===== src/rtl/vga_timing_gen.sv =====
// rtl/vga_timing_gen.sv - VGA raster timing generator (pixel enable, syncs, blank, coordinates)
//
// Purpose:
//   Divides the system clock down to a pixel rate and walks a raster of
//   H_TOTAL x V_TOTAL pixels. All outputs are registered. Sync, blank and
//   the start pulses are computed from the *next* counter values, so that
//   every output always describes the same pixel as DrawX/DrawY.
//
// Ports:
//   Clk          in   system clock, rising edge
//   Reset_n      in   asynchronous active-low reset
//   VGA_CLK      out  pixel clock to the DAC (falls on data change, rises mid-pixel)
//   pixel_tick   out  one-Clk pulse in the cycle that ends with a counter advance
//   VGA_HS       out  horizontal sync, asserted level SYNC_POL
//   VGA_VS       out  vertical sync, asserted level SYNC_POL
//   VGA_BLANK_N  out  1 while (DrawX,DrawY) is inside the visible area
//   VGA_SYNC_N   out  tied 0 (no sync-on-green)
//   DrawX        out  current horizontal count, 0..H_TOTAL-1
//   DrawY        out  current vertical count, 0..V_TOTAL-1
//   line_start   out  one-Clk pulse after DrawX is loaded with 0
//   frame_start  out  one-Clk pulse after (DrawX,DrawY) is loaded with (0,0)

module vga_timing_gen #(
    parameter int H_VISIBLE = 640,
    parameter int H_FRONT   = 16,
    parameter int H_SYNC    = 96,
    parameter int H_BACK    = 48,
    parameter int V_VISIBLE = 480,
    parameter int V_FRONT   = 10,
    parameter int V_SYNC    = 2,
    parameter int V_BACK    = 33,
    parameter int CLK_DIV   = 2,
    parameter bit SYNC_POL  = 1'b0
) (
    input  logic       Clk,
    input  logic       Reset_n,
    output logic       VGA_CLK,
    output logic       pixel_tick,
    output logic       VGA_HS,
    output logic       VGA_VS,
    output logic       VGA_BLANK_N,
    output logic       VGA_SYNC_N,
    output logic [9:0] DrawX,
    output logic [9:0] DrawY,
    output logic       line_start,
    output logic       frame_start
);

    // ------------------------------------------------------------------
    // Derived geometry
    // ------------------------------------------------------------------
    localparam int H_TOTAL = H_VISIBLE + H_FRONT + H_SYNC + H_BACK;
    localparam int V_TOTAL = V_VISIBLE + V_FRONT + V_SYNC + V_BACK;

    // Guard against CLK_DIV < 2 so the counter width stays legal while the
    // elaboration check below reports the real problem.
    localparam int DIV_W = (CLK_DIV > 2) ? $clog2(CLK_DIV) : 1;

    localparam logic [DIV_W-1:0] DIV_LAST = DIV_W'(CLK_DIV - 1);
    localparam logic [DIV_W-1:0] DIV_HALF = DIV_W'(CLK_DIV / 2);

    localparam logic [9:0] H_LAST = 10'(H_TOTAL - 1);
    localparam logic [9:0] V_LAST = 10'(V_TOTAL - 1);

    // Region bounds are 11 bits wide: a sync window may end exactly at 1024.
    localparam logic [10:0] H_VIS_END    = 11'(H_VISIBLE);
    localparam logic [10:0] H_SYNC_START = 11'(H_VISIBLE + H_FRONT);
    localparam logic [10:0] H_SYNC_END   = 11'(H_VISIBLE + H_FRONT + H_SYNC);
    localparam logic [10:0] V_VIS_END    = 11'(V_VISIBLE);
    localparam logic [10:0] V_SYNC_START = 11'(V_VISIBLE + V_FRONT);
    localparam logic [10:0] V_SYNC_END   = 11'(V_VISIBLE + V_FRONT + V_SYNC);

    // ------------------------------------------------------------------
    // Elaboration-time parameter checks
    // ------------------------------------------------------------------
    if (H_TOTAL > 1024) begin : g_err_h_total
        $error("vga_timing_gen: H_TOTAL exceeds 1024");
    end
    if (V_TOTAL > 1024) begin : g_err_v_total
        $error("vga_timing_gen: V_TOTAL exceeds 1024");
    end
    if (CLK_DIV < 2) begin : g_err_div_small
        $error("vga_timing_gen: CLK_DIV must be >= 2");
    end
    if ((CLK_DIV % 2) != 0) begin : g_err_div_odd
        $error("vga_timing_gen: CLK_DIV must be even");
    end

    // ------------------------------------------------------------------
    // State
    // ------------------------------------------------------------------
    logic [DIV_W-1:0] r_div_cnt;
    logic             r_vga_clk;
    logic             r_pixel_tick;
    logic [9:0]       r_x;
    logic [9:0]       r_y;
    logic             r_hs;
    logic             r_vs;
    logic             r_blank_n;
    logic             r_line_start;
    logic             r_frame_start;

    // ------------------------------------------------------------------
    // Next-state logic
    // ------------------------------------------------------------------
    logic [DIV_W-1:0] w_div_next;
    logic             w_tick;
    logic [9:0]       w_x_next;
    logic [9:0]       w_y_next;
    logic [10:0]      w_x_ext;
    logic [10:0]      w_y_ext;
    logic             w_hs_act;
    logic             w_vs_act;
    logic             w_visible;

    always_comb begin
        w_tick     = (r_div_cnt == DIV_LAST);
        w_div_next = w_tick ? '0 : r_div_cnt + 1'b1;
    end

    // Raster advance: DrawY only moves on the tick where DrawX wraps, and
    // wraps itself on that same tick at the bottom of the frame.
    always_comb begin
        w_x_next = r_x;
        w_y_next = r_y;
        if (w_tick) begin
            if (r_x == H_LAST) begin
                w_x_next = '0;
                w_y_next = (r_y == V_LAST) ? '0 : r_y + 10'd1;
            end else begin
                w_x_next = r_x + 10'd1;
            end
        end
    end

    // Region decode on the pixel that is about to be displayed.
    always_comb begin
        w_x_ext   = {1'b0, w_x_next};
        w_y_ext   = {1'b0, w_y_next};
        w_hs_act  = (w_x_ext >= H_SYNC_START) && (w_x_ext < H_SYNC_END);
        w_vs_act  = (w_y_ext >= V_SYNC_START) && (w_y_ext < V_SYNC_END);
        w_visible = (w_x_ext < H_VIS_END) && (w_y_ext < V_VIS_END);
    end

    // ------------------------------------------------------------------
    // Divider, pixel clock and tick
    // ------------------------------------------------------------------
    // VGA_CLK and pixel_tick are registered from the next divider value so
    // they line up with the divider phase of the current cycle: VGA_CLK goes
    // low in the same edge that loads new pixel data and high halfway
    // through the pixel.
    always_ff @(posedge Clk or negedge Reset_n) begin
        if (!Reset_n) begin
            r_div_cnt    <= '0;
            r_vga_clk    <= 1'b0;
            r_pixel_tick <= 1'b0;
        end else begin
            r_div_cnt    <= w_div_next;
            r_vga_clk    <= (w_div_next >= DIV_HALF);
            r_pixel_tick <= (w_div_next == DIV_LAST);
        end
    end

    // ------------------------------------------------------------------
    // Coordinates, syncs and blank (update only on the tick edge)
    // ------------------------------------------------------------------
    always_ff @(posedge Clk or negedge Reset_n) begin
        if (!Reset_n) begin
            r_x       <= '0;
            r_y       <= '0;
            r_hs      <= ~SYNC_POL;
            r_vs      <= ~SYNC_POL;
            r_blank_n <= 1'b1;
        end else if (w_tick) begin
            r_x       <= w_x_next;
            r_y       <= w_y_next;
            r_hs      <= w_hs_act ? SYNC_POL : ~SYNC_POL;
            r_vs      <= w_vs_act ? SYNC_POL : ~SYNC_POL;
            r_blank_n <= w_visible;
        end
    end

    // ------------------------------------------------------------------
    // Start pulses
    // ------------------------------------------------------------------
    // Pulses are only raised by a tick that loads the origin, so the (0,0)
    // entered through reset never produces a spurious start.
    always_ff @(posedge Clk or negedge Reset_n) begin
        if (!Reset_n) begin
            r_line_start  <= 1'b0;
            r_frame_start <= 1'b0;
        end else begin
            r_line_start  <= w_tick && (w_x_next == '0);
            r_frame_start <= w_tick && (w_x_next == '0) && (w_y_next == '0);
        end
    end

    // ------------------------------------------------------------------
    // Outputs
    // ------------------------------------------------------------------
    assign VGA_CLK     = r_vga_clk;
    assign pixel_tick  = r_pixel_tick;
    assign VGA_HS      = r_hs;
    assign VGA_VS      = r_vs;
    assign VGA_BLANK_N = r_blank_n;
    assign VGA_SYNC_N  = 1'b0;
    assign DrawX       = r_x;
    assign DrawY       = r_y;
    assign line_start  = r_line_start;
    assign frame_start = r_frame_start;

endmodule


===== config.mk =====
export PLATFORM = sky130hd
export DESIGN_NAME = vga_timing_gen
export DESIGN_NICKNAME = d
export VERILOG_FILES = /design/src/rtl/vga_timing_gen.sv
export SDC_FILE = /design/constraint.sdc
export NUM_CORES = 1
export LEC_CHECK = 0
export BUFFER_PORTS_ARGS = -buffer_cell sky130_fd_sc_hd__buf_4
export CAP_MARGIN = 10
export CORE_MARGIN = 4
export CORE_UTILIZATION = 55
export CTS_CLUSTER_DIAMETER = 80
export DETAILED_ROUTE_END_ITERATION = 10
export GPL_ROUTABILITY_DRIVEN = 0
export MAX_ROUTING_LAYER = met4
export PLACE_DENSITY = 0.79
export SLEW_MARGIN = 5
export SYNTH_ARGS = -nofsm -noshare
export SYNTH_HDL_FRONTEND = slang
export SYNTH_SLANG_ARGS = --single-unit

===== constraint.sdc =====
create_clock -name Clk -period 7.8 [get_ports Clk]
set_input_delay 0.39 -clock Clk [delete_from_list [all_inputs] [get_ports Clk]]
set_output_delay 0.39 -clock Clk [all_outputs]
set_load 0.1 [all_outputs]

### After elaboration in Yosys (flattened, before gate mapping)

Cells that the tools add are included.

| storage, ports and cells | value |
|---|---|
| RAM bits | 0 |
| register bits | 27 |
| logic and storage cells | 36 |
| ROM bits | 0 |
| latch bits | 0 |
| memories | 0 |
| output and inout bits | 28 |

| cells by class | value |
|---|---|
| equality and inequality tests | 2 |
| bitwise gates (word level) | 0 |
| div/mod/pow operators | 0 |
| $lt $le $gt $ge | 7 |
| reductions and logical operators | 7 |
| add/subtract/negate cells | 3 |
| multiply operators | 0 |
| shift-type cells | 0 |
| muxes and demuxes | 8 |

Operators with widths:

| operator | count |
|---|---|
| 10-bit 2-to-1 mux | 5 |
| 10-bit by 1-bit adder with 10-bit output (second input constant) | 2 |
| 10-bit == test (second input constant) | 2 |
| 10-bit logical NOT | 2 |
| 10-bit less-than comparator (second input constant) | 2 |
| 10-bit by 9-bit less-than comparator with 1-bit output (second input constant) | 2 |
| 10-bit greater-or-equal comparator (second input constant) | 1 |
| 10-bit by 9-bit greater-or-equal comparator with 1-bit output (second input constant) | 1 |
| 1-bit logical AND | 5 |
| 1-bit 2-to-1 mux | 3 |
| 1-bit adder (second input constant) | 1 |
| 1-bit greater-or-equal comparator (second input constant) | 1 |

### Depth between registers and ports, before layout

Gate-level depths: netlist (run 1).

| logic depth | value |
|---|---|
| depth after elaboration | 7 |
| mapped depth | 9 |
| gate-level depth less buffers | 8 |

### Least setup slack after synthesis (run 1)

Ideal clock, no wire load.

| path | value |
|---|---|
| path type | flip-flop to flip-flop |
| from | register r_x[0] (netlist: DrawX[0]) |
| to | register r_frame_start (netlist: frame_start) |
| clock period less this slack | 3430 ps |
| library setup time | 96 ps |
| data arrival time | 3334 ps |
| setup slack | 4370 ps |
| data required time | 7704 ps |
| cell stages (with the launch flop) | 9 |
| cells stage by stage | dfrtp_1 > ha_1 > buf_2 > nand3_1 > or4_4 > or3_1 > xnor2_2 > or4_1 > nor4_2 |

| on the way | value |
|---|---|
| cells in the longest elaborated chain, start to end | 6 |
| elaborated cells between the ends (all ways) | 10 |
| classes of those cells | add/sub: 1; eq/ne: 1; mux: 4; reduce/logical: 4 |

RTL lines:

| what | line | RTL |
|---|---|---|
| from (decl) | 95 | `logic [9:0] r_x;` |
| from (signal assigned) | 175 | `r_x <= w_x_next;` |
| 10-bit by 1-bit adder with 10-bit output or 10-bit == test (tied branches) | 131, 127 |  |
| 10-bit 2-to-1 mux | 127 | `if (r_x == H_LAST) begin` |
| 10-bit 2-to-1 mux | 126 | `if (w_tick) begin` |
| 10-bit logical NOT | 194 | `r_frame_start <= w_tick && (w_x_next == '0) && (w_y_next == '0);` |
| 1-bit logical AND | 194 |  |
| 1-bit logical AND (*) | 194 |  |
| to (signal assigned) | 194 |  |
| to (decl) | 101 | `logic r_frame_start;` |

Mark *: on every way between the ends. The rest lies on a longest branch, timed or not.
A chain may end at the register's enable or synchronous reset.

### Worst setup path in the final report (run 1)

Ends and elaborated chain as after synthesis.

==> results of run 1 <==
==> kinds of logic after synthesis <==
group,after synthesis,synth area share
AO/OA/AOI/OAI,29,0.121
XOR/XNOR,13,0.0755
adder cells (fa/ha/maj),3,0.0233
buffers and inverters,19,0.0568
flip-flops,26,0.407
multiplexers,2,0.0125
other,1,0.00233
AND/OR/NAND/NOR,78,0.302
==> registers in the layout (all words and copies together) (netlist names) <==
signal       cells
line_start       1
VGA_VS           1
frame_start      1
pixel_tick       1
VGA_HS           1
DrawX           10
DrawY           10
VGA_BLANK_N      1
==> critical path, stage by stage (launching register included) <==
cell	delay [ps]
dfrtp_1	500
ha_1	350
nand3_1	170
nor4_2	940
nand2_1	150
xnor2_1	190
or4_1	540
nor4_2	280
==> power by group through the flow <==
| stage | Combinational [mW] | Clock [mW] | Sequential (mW) |
|---|---|---|---|
| final | 0.00539 | 0.0923 | 0.135 |
| after global routing | 0.00601 | 0.103 | 0.135 |
| after CTS | 0.00558 | 0.0954 | 0.135 |
| after detailed placement | 0.00518 | 0 | 0.137 |
| after global placement | 0.00509 | 0 | 0.137 |
| after floorplan | 0.00247 | 0 | 0.137 |
==> cell type report <==
class,instances,area [sq um]
clock inverters,1,30.0
inverters,9,33.8
fillers,222,920
well taps,31,38.8
multi-input cells,126,862
repair buffers,29,220
flip-flops and latches,26,654
clock buffers,3,22.5
==> layer usage <==
| layer | global-route usage | share of wire |
|---|---|---|
| met1 | 0.275 | 0.42 |
| met2 | 0.349 | 0.51 |
| met3 | 0.0269 | 0.055 |
| met4 | 0.0818 | 0.015 |
| met5 | - | 0 |
==> path summary, 6_finish.rpt <==
check	cells after the start	endpoint
worst min register to register	2	VGA_HS
worst max register to register	7	frame_start
min in group Clk	2	VGA_HS
max in group asynchronous	2	VGA_HS
worst min-delay path	2	DrawX[5]
worst max-delay path	7	frame_start
==> layout by cell type, fill, tap and decap left out, drive strengths merged, types with 3 or more instances in the layout <==
| cell | instances |
|---|---|
| or3 | 5 |
| and3 | 3 |
| nand2b | 5 |
| nor2 | 7 |
| nand3 | 13 |
| buf | 28 |
| nor3 | 5 |
| dfrtp | 23 |
| o21ai | 8 |
| nand4 | 8 |
| nor4 | 5 |
| dfstp | 3 |
| nand2 | 14 |
| clkbuf | 3 |
| a31oi | 5 |
| or4 | 4 |
| xor2 | 3 |
| a21oi | 5 |
| xnor2 | 10 |
| ha | 3 |
| inv | 9 |
==> synthesized netlist by cell type, types with 2 or more instances <==
master    count  area share
dfrtp_1      23        0.36
nand2_1      13       0.030
nand3_1      13       0.040
inv_1         9       0.021
xnor2_1       9       0.049
nand4_1       8       0.031
nor2_1        7       0.016
a21oi_1       5       0.016
a31oi_1       5       0.019
nand2b_1      5       0.019
nor3_1        5       0.016
or3_1         5       0.019
buf_2         4       0.012
buf_4         4       0.019
o21ai_0       4       0.012
dfstp_2       3       0.049
ha_1          3       0.023
nor4_2        3       0.023
o21ai_1       3      0.0093
xor2_1        3       0.016
a21o_1        2      0.0093
and3_1        2      0.0078
and4_1        2       0.011
clkbuf_1      2      0.0047
mux2i_1       2       0.012
nor4_1        2      0.0078
or4_1         2      0.0093
or4_4         2       0.014
==> per-stage QoR <==
stage	setup slack [ps]	util
floorplan	4370	-
global placement	4840	0.647
detailed placement	4670	0.647
CTS	4670	0.669
global route	4340	0.669
finish	4610	0.669
==> what timing repair did <==
item	4_1_cts	5_1_grt
hold buffers	1	0
gates resized for setup	0	0
setup endpoints to repair	0	0
hold endpoints to repair	23	0
==> impl_metrics.json, run 1 <==
{
  "initialDrtViolationCount": 54,
  "die_area_sq_um": 3850,
  "area_growth_pct": 15.8,
  "end_kind": "register",
  "yosysUniqueCellTypes": 49,
  "dp_cells": 220,
  "dr.pass1.iters": 4,
  "clockBufferDepth": 2,
  "clk_latency_ps": 320,
  "hp-class": "in2async",
  "dpl.hpwl_um": 2690,
  "ys_ff_latch": 26,
  "period_share": 0.409,
  "pwr_density_cell_nw_per_um2": 125,
  "async_flop_share": 1.00,
  "wl_per_cell_um": 16.2,
  "slew_headroom": 0.246,
  "via_per_inst": 6.12,
  "worst_pin_slew_ps": 1120,
  "grt_max_degree": 27,
  "worstPathArrival_ps": 3420,
  "numPortBuffers": 28,
  "maxSlewViolCount": 0,
  "grtUsageTotal": 0.216,
  "whs_ps": 494,
  "critical_path_required_ps": 8040,
  "p_total_mw": 0.233,
  "setup_tns_ps": 0,
  "die_h_um": 62.1,
  "cts-root-buf": "clkbuf_4",
  "pin_count": 30,
  "final_nets": 200,
  "vias": 1376,
  "period_minus_slack_ps": 3190,
  "critical_path_class": "reg2reg",
  "intPower_mw": 0.188,
  "grt_pass1_wl_um": 5880,
  "cts_tree": "yes",
  "switching_share": 0.194,
  "r2r_slack_ps": 4610,
  "synth_area_sq_um": 1610,
  "vdd_ir_drop_max_uv": 93.3,
  "antennaDiodeCount": 0,
  "critPathLaunch": "DrawX[0]",
  "grt_remaining_overflow": 0,
  "avgSynthCellArea_sq_um": 9.40,
  "initial_utilization": 0.578,
  "pwr-share-comb": 0.023,
  "dpl_cell_area_sq_um": 1800,
  "stdcell_area_sq_um": 1860,
  "antenna_violating_nets_post_route": 0,
  "hold_viol_final": 0,
  "power.leakage_nw": 0.850,
  "drt-total-wl_um": 3650,
  "pwr-share-seq": 0.580,
  "synth_edf_count": 0,
  "yosysSeqAreaShare": 0.407,
  "p_clk_frac": 0.397,
  "clkTransAtPathRegs_ps": 150,
  "p_switching_mw": 0.0451,
  "die_w_um": 62.1,
  "clock_skew_ps": 11.5,
  "cts_htree_levels": 1,
  "start_kind": "register",
  "grt_antenna_before_repair": 0,
  "numCtsBuffers": 3,
  "critical_path.max_fanout": 14,
  "finalSetupViolCount": 0,
  "core-area_sq_um": 2780,
  "final_cell_count_no_fill": 225,
  "yosysWarnings": 0,
  "drive_gt1_frac": 0.242,
  "cts_sinks": 26,
  "fp-row-count": 19,
  "synth.net_count": 176,
  "fmax_mhz": 314,
  "first_global_vias": 1208,
  "outcome": "completed",
  "r2r-start": "DrawX[0]",
  "cts_setup_buffers": 0,
  "drc": 0,
  "synthCells": 171,
  "synth_top_flop_cell": "dfrtp_1",
  "max-cap-violations": 0,
  "rsz0062_at_grt": "false"
}
Power figures use the tool's default switching activity.
==> run 2: changes to the inputs <==
- clock period: 7.8 -> 3.2 ns (I/O delays scaled with it)
==> run 2 against run 1 <==
Net effect: total power grew 120%; non-clock buffer count grew 2; combinational power increased by 140%; utilization is 0.13 points higher; largest power group unchanged; setup slack worse by 4300 ps; via count increased by 2.1%; clock skew is 4.4 ps lower; register-to-register slack got worse by 4300 ps; critical endpoint unchanged; count of clock-buffer cells in the layout up 1; hold slack worse by 220 ps; clock power grew 79%; flip-flop and latch count did not move.
==> impl_metrics.json, run 2 (synthesis results as in run 1) <==
{
  "area_growth_pct": 16.0,
  "cts-root-buf": "clkbuf_4",
  "die_h_um": 62.1,
  "worstPathArrival_ps": 3160,
  "clockBufferDepth": 2,
  "cts_sinks": 26,
  "critPathMaxStageDelay_ps": 550,
  "r2r_slack_ps": 280,
  "wl_per_cell_um": 15.9,
  "grt_antenna_before_repair": 0,
  "antennaDiodeCount": 0,
  "pin_count": 30,
  "critical_path_required_ps": 3440,
  "grtUsageTotal": 0.222,
  "gr-max-usage-layer": "met2",
  "clkTransAtPathRegs_ps": 140,
  "drt-total-wl_um": 3610,
  "crit_end": "frame_start",
  "r2r_cells": 7,
  "max-cap-violations": 0,
  "drive_gt1_frac": 0.270,
  "vias": 1405,
  "grt_pass1_wl_um": 6160,
  "via_per_inst": 6.19,
  "dpl.hpwl_um": 2700,
  "critical_path.max_fanout": 8,
  "final_common_cell": "buf_4",
  "vdd_ir_drop_max_uv": 242,
  "core-area_sq_um": 2780,
  "rsz0062_at_grt": "false",
  "crit_path_cell_trace": "ha_1 > nand3_1 > or4_4 > or3_1 > xnor2_2 > or4_1 > nor4_2",
  "final_cell_count_no_fill": 227,
  "outcome": "completed",
  "die_w_um": 62.1,
  "critical_path_class": "reg2reg",
  "setup_tns_ps": 0,
  "critPathLaunch": "DrawX[0]",
  "dr.pass1.iters": 4,
  "cp_num_cells": 7,
  "cp_num_buf_inv": 0,
  "numCtsBuffers": 3,
  "cp_top_family": "simple AND/OR/NAND/NOR gates",
  "cts_tree": "yes",
  "cts_htree_levels": 1,
  "met1_usage": 0.281,
  "antenna_violating_nets_post_route": 0,
  "drc": 0,
  "globalRouteMet3Util": 0.0372,
  "first_global_vias": 1313,
  "initialDrtViolationCount": 98,
  "grt_util_met2": 0.352,
  "period_share": 0.913,
  "cpMaxStageDelayCell": "or4_4",
  "end_kind": "register",
  "r2r_end": "frame_start",
  "fmax_mhz": 342,
  "dp_cells": 222,
  "r2r-start": "DrawX[0]",
  "power.leakage_nw": 0.848,
  "initial_utilization": 0.578,
  "worst_pin_slew_ps": 544,
  "hold_viol_final": 0,
  "maxSlewViolCount": 0,
  "fp-row-count": 19,
  "grt_remaining_overflow": 0,
  "numPortBuffers": 28,
  "period_minus_slack_ps": 2920,
  "start_kind": "register",
  "clock_skew_ps": 7.07,
  "final_nets": 202,
  "cts_resized": 0,
  "pwr_density_cell_nw_per_um2": 271,
  "final_cell_mix": "buf_4, dfrtp_1, nand2_1, nand3_1",
  "finalSetupViolCount": 0,
  "hp-class": "in2async",
  "clk_latency_ps": 320,
  "grt_max_degree": 27,
  "slew_headroom": 0.628,
  "die_area_sq_um": 3850
}
-- run 2: cell count changes in the layout (fill, tap and decap cells not counted) --
| cell | delta |
|---|---|
| clkbuf_8 | +1 |
| buf_4 | +2 |
| dfrtp_1 | -4 |
| bufinv_16 | -1 |
| dfrtp_2 | +4 |
-- run 2: stage by stage --
| stage | utilization | hold slack (ps) | total power [mW] | worst slack [ps] | area, sq um |
|---|---|---|---|---|---|
| after floorplan | - | -136 | 0.341 | 34.2 | 1610 |
| after global placement | 0.654 | 80.0 | 0.347 | 436 | 1820 |
| after detailed placement | 0.654 | 88.7 | 0.347 | 318 | 1820 |
| after global routing | 0.671 | 275 | 0.533 | 128 | 1870 |
| after CTS | 0.671 | 274 | 0.515 | 282 | 1870 |
| final | 0.671 | 273 | 0.506 | 279 | 1870 |
-- run 2: worst min-delay path by stage --
| stage | to | slack (ps) | cells past startpoint | start |
|---|---|---|---|---|
| floorplan | DrawX[0] | -140 | 0 | Reset_n |
| global placement | DrawY[1] | 80 | 1 | Reset_n |
| detailed placement | DrawY[6] | 90 | 1 | Reset_n |
| CTS | DrawY[7] | 270 | 2 | Reset_n |
| global route | DrawY[6] | 270 | 2 | Reset_n |
| finish | DrawY[7] | 270 | 2 | Reset_n |
-- run 2: routing by layer --
metal  vias to the layer above  share of wire
li1                        672              -
met1                       687           0.45
met2                        42           0.50
met3                         4          0.042
met4                         0         0.0078
met5                         -              0
-- run 2: area by class of cell --
class                   instances  area (sq um)
inverters                       9          33.8
repair buffers                 31           235
clock buffers                   4          36.3
flip-flops and latches         26           659
well taps                      31          38.8
fillers                       221           916
multi-input cells             126           862
-- run 2: power breakdown --
part	leakage (nW)	internal [mW]	total (mW)	switching [mW]
combinational	0.493	0.00163	0.0129	0.0113
clock	0.0210	0.0695	0.165	0.0950
sequential	0.335	0.329	0.329	0
-- run 2: repair_timing --
item                                   in CTS  in global routing
hold buffers                                1                  0
endpoints found under the hold margin      23                  0
setup buffers                               0                  0
-- run 2: worst register-to-register path: stages, from the launching register on --
cell and delay (ps):
dfrtp_2 460, ha_1 340, nand3_1 160, or4_4 550, or3_1 410, xnor2_2 170
or4_1 500, nor4_2 270
==> run 3: changes to the inputs <==
- ABC_AREA: not set -> 1
- HOLD_SLACK_MARGIN: not set -> 0.03
- RECOVER_POWER: not set -> 25
==> run 3 against run 2 <==
Net effect: non-clock buffer count shrank 2; synthesized cell count rose by 42%; sequential power barely moved; die area increased by 4.7%; cell count grew 33%; global-route usage shrank 1.1 points; synthesized area rose by 5.4%; setup slack better by 640 ps; combinational power decreased by 5%; critical endpoint is now VGA_VS; highest routed layer unchanged.
==> impl_metrics.json, run 3 <==
{
  "outcome": "completed",
  "cts_resized": 0,
  "final_common_cell": "nand2_1",
  "rsz0062_at_grt": "false",
  "yosysWarnings": 0,
  "maxSlewViolCount": 0,
  "cts_htree_levels": 1,
  "finalSetupViolCount": 0,
  "slew_headroom": 0.0865,
  "cts-root-buf": "clkbuf_4",
  "synth_top_flop_cell": "dfrtp_1",
  "initialDrtViolationCount": 123,
  "initial_utilization": 0.594,
  "ys_top_cells_by_count": "nand2_1, inv_1, nor2_1",
  "fmax_mhz": 439,
  "async_flop_share": 1.00,
  "first_global_vias": 1491,
  "start_kind": "register",
  "final_cell_mix": "nand2_1, inv_1, nor2_1",
  "clockBufferDepth": 2,
  "die_area_sq_um": 4030,
  "r2r-start": "pixel_tick",
  "hold_depth": 2,
  "area_growth_pct": 15.1,
  "fillCellCount": 276,
  "via_per_inst": 5.24,
  "netlist.area_leader.share": 0.340,
  "fin_util": 0.683,
  "synth_area_leader_cell": "dfrtp_1",
  "cpMaxStageDelayCell": "dfrtp_1",
  "crit_top_cell": "nand2_1",
  "drive_gt1_frac": 0.196,
  "yosysUniqueCellTypes": 26,
  "dpl.hpwl_um": 3000,
  "period_share": 0.713,
  "yosysMostFrequentCell": "nand2_1",
  "cp_num_buf_inv": 2,
  "yosysSeqAreaShare": 0.386,
  "drt-total-wl_um": 3910,
  "fp-row-count": 19,
  "vdd_ir_drop_max_uv": 256,
  "clkTransAtPathRegs_ps": 140,
  "synthCells": 242,
  "grt_remaining_overflow": 0,
  "worst_pin_slew_ps": 1370,
  "clk_latency_ps": 330,
  "r2r_cells": 11,
  "numPortBuffers": 28,
  "power.leakage_nw": 1.08,
  "grt_antenna_before_repair": 0,
  "critPathMaxStageDelay_ps": 790,
  "final_nets": 276,
  "pwr_density_cell_nw_per_um2": 291,
  "hold_viol_final": 0,
  "grtUsageTotal": 0.211,
  "end_kind": "register",
  "synth.area.top_cells": "dfrtp_1, nand2_1, inv_1",
  "vias": 1578,
  "numCtsBuffers": 3,
  "setup_tns_ps": 0,
  "synth_area_sq_um": 1690,
  "hold_buffers": 1,
  "worstHoldStart": "VGA_BLANK_N",
  "critical_path_class": "reg2reg",
  "critical_path.max_fanout": 17,
  "crit_path_cell_trace": "inv_2 > nor3_1 > nand3_1 > nand2_1 > nand2_1 > inv_2 > nand2_1 > nor2_1 > nand2_1 > nor2_1 > nor2_1",
  "cp_top_family": "simple AND/OR/NAND/NOR gates",
  "die_w_um": 63.5,
  "core-area_sq_um": 2850,
  "critical_path_required_ps": 3480,
  "dr.pass1.iters": 4,
  "period_minus_slack_ps": 2280,
  "drc": 0,
  "grt_max_degree": 27,
  "antennaDiodeCount": 0,
  "max-cap-violations": 0,
  "r2r_end": "VGA_VS",
  "synth.net_count": 247,
  "p_total_mw": 0.568,
  "synth_edf_count": 0,
  "worstPathArrival_ps": 2560,
  "antenna_violating_nets_post_route": 0,
  "grt_pass1_wl_um": 6700,
  "cts_tree": "yes",
  "die_h_um": 63.5,
  "wl_per_cell_um": 13.0,
  "avgSynthCellArea_sq_um": 7.00,
  "hp-class": "reg2reg",
  "ys_ff_latch": 26,
  "final_cell_count_no_fill": 301,
  "r2r_slack_ps": 920,
  "clock_skew_ps": 6.23,
  "cts_setup_buffers": 0,
  "dp_cells": 296,
  "pin_count": 30,
  "hold_path_end": "VGA_BLANK_N",
  "cts_sinks": 26
}
run 3: worst max-delay path by stage:
stage | startpoint | endpoint | slack, ps | cells past startpoint
finish | pixel_tick | VGA_VS | 920 | 11
global route | pixel_tick | VGA_VS | 740 | 11
CTS | pixel_tick | VGA_VS | 950 | 11
detailed placement | pixel_tick | VGA_VS | 980 | 11
global placement | pixel_tick | VGA_VS | 990 | 11
floorplan | DrawX[1] | frame_start | 760 | 12
run 3: layout make-up:
cell class	count	area [sq um]	area share
Clock buffer	3	22.5	0.0116
Clock inverter	1	30.0	0.0154
Inverter	38	143	0.0732
Multi-Input combinational cell	173	845	0.433
Sequential cell	26	654	0.336
Tap cell	31	38.8	0.0199
Timing Repair Buffer	29	216	0.111
run 3: worst reg2reg max path, cell delays in order (launching register included):
cell	delay [ps]
dfrtp_1	790
inv_2	250
nor3_1	440
nand3_1	130
nand2_1	90
nand2_1	80
inv_2	60
nand2_1	50
nor2_1	80
nand2_1	90
nor2_1	120
nor2_1	50
run 3: per-stage QoR:
step	cell area [sq um]	hold WS, ps	worst slack, ps
6_report	1950	487	920
5_1_grt	1950	499	741
4_1_cts	1950	256	951
3_5_place_dp	1890	85.9	979
3_3_place_gp	1890	83.2	993
2_1_floorplan	1690	-136	761
run 3: kinds of logic after synthesis:
kind of cell / synth area share
adder cells (fa/ha/maj): 0.0222
flip-flops: 0.386
other: 0.00221
AO/OA/AOI/OAI: 0.0325
XOR/XNOR: 0.0103
buffers and inverters: 0.115
AND/OR/NAND/NOR: 0.431
run 3: report_power, final:
group / leakage, nW / internal (mW) / switching [mW]
Clock: 0.0279 / 0.127 / 0.0998
Combinational: 0.710 / 0.00105 / 0.0113
Sequential: 0.339 / 0.329 / 0
run 3: metal layers:
metal | GRT usage | vias to the layer above | share of wire
met3 | 0.0231 | 7 | 0.056
met1 | 0.303 | 718 | 0.48
met5 | - | - | 0
met4 | 0.0701 | 0 | 0.0097
met2 | 0.310 | 48 | 0.45
li1 | - | 805 | -
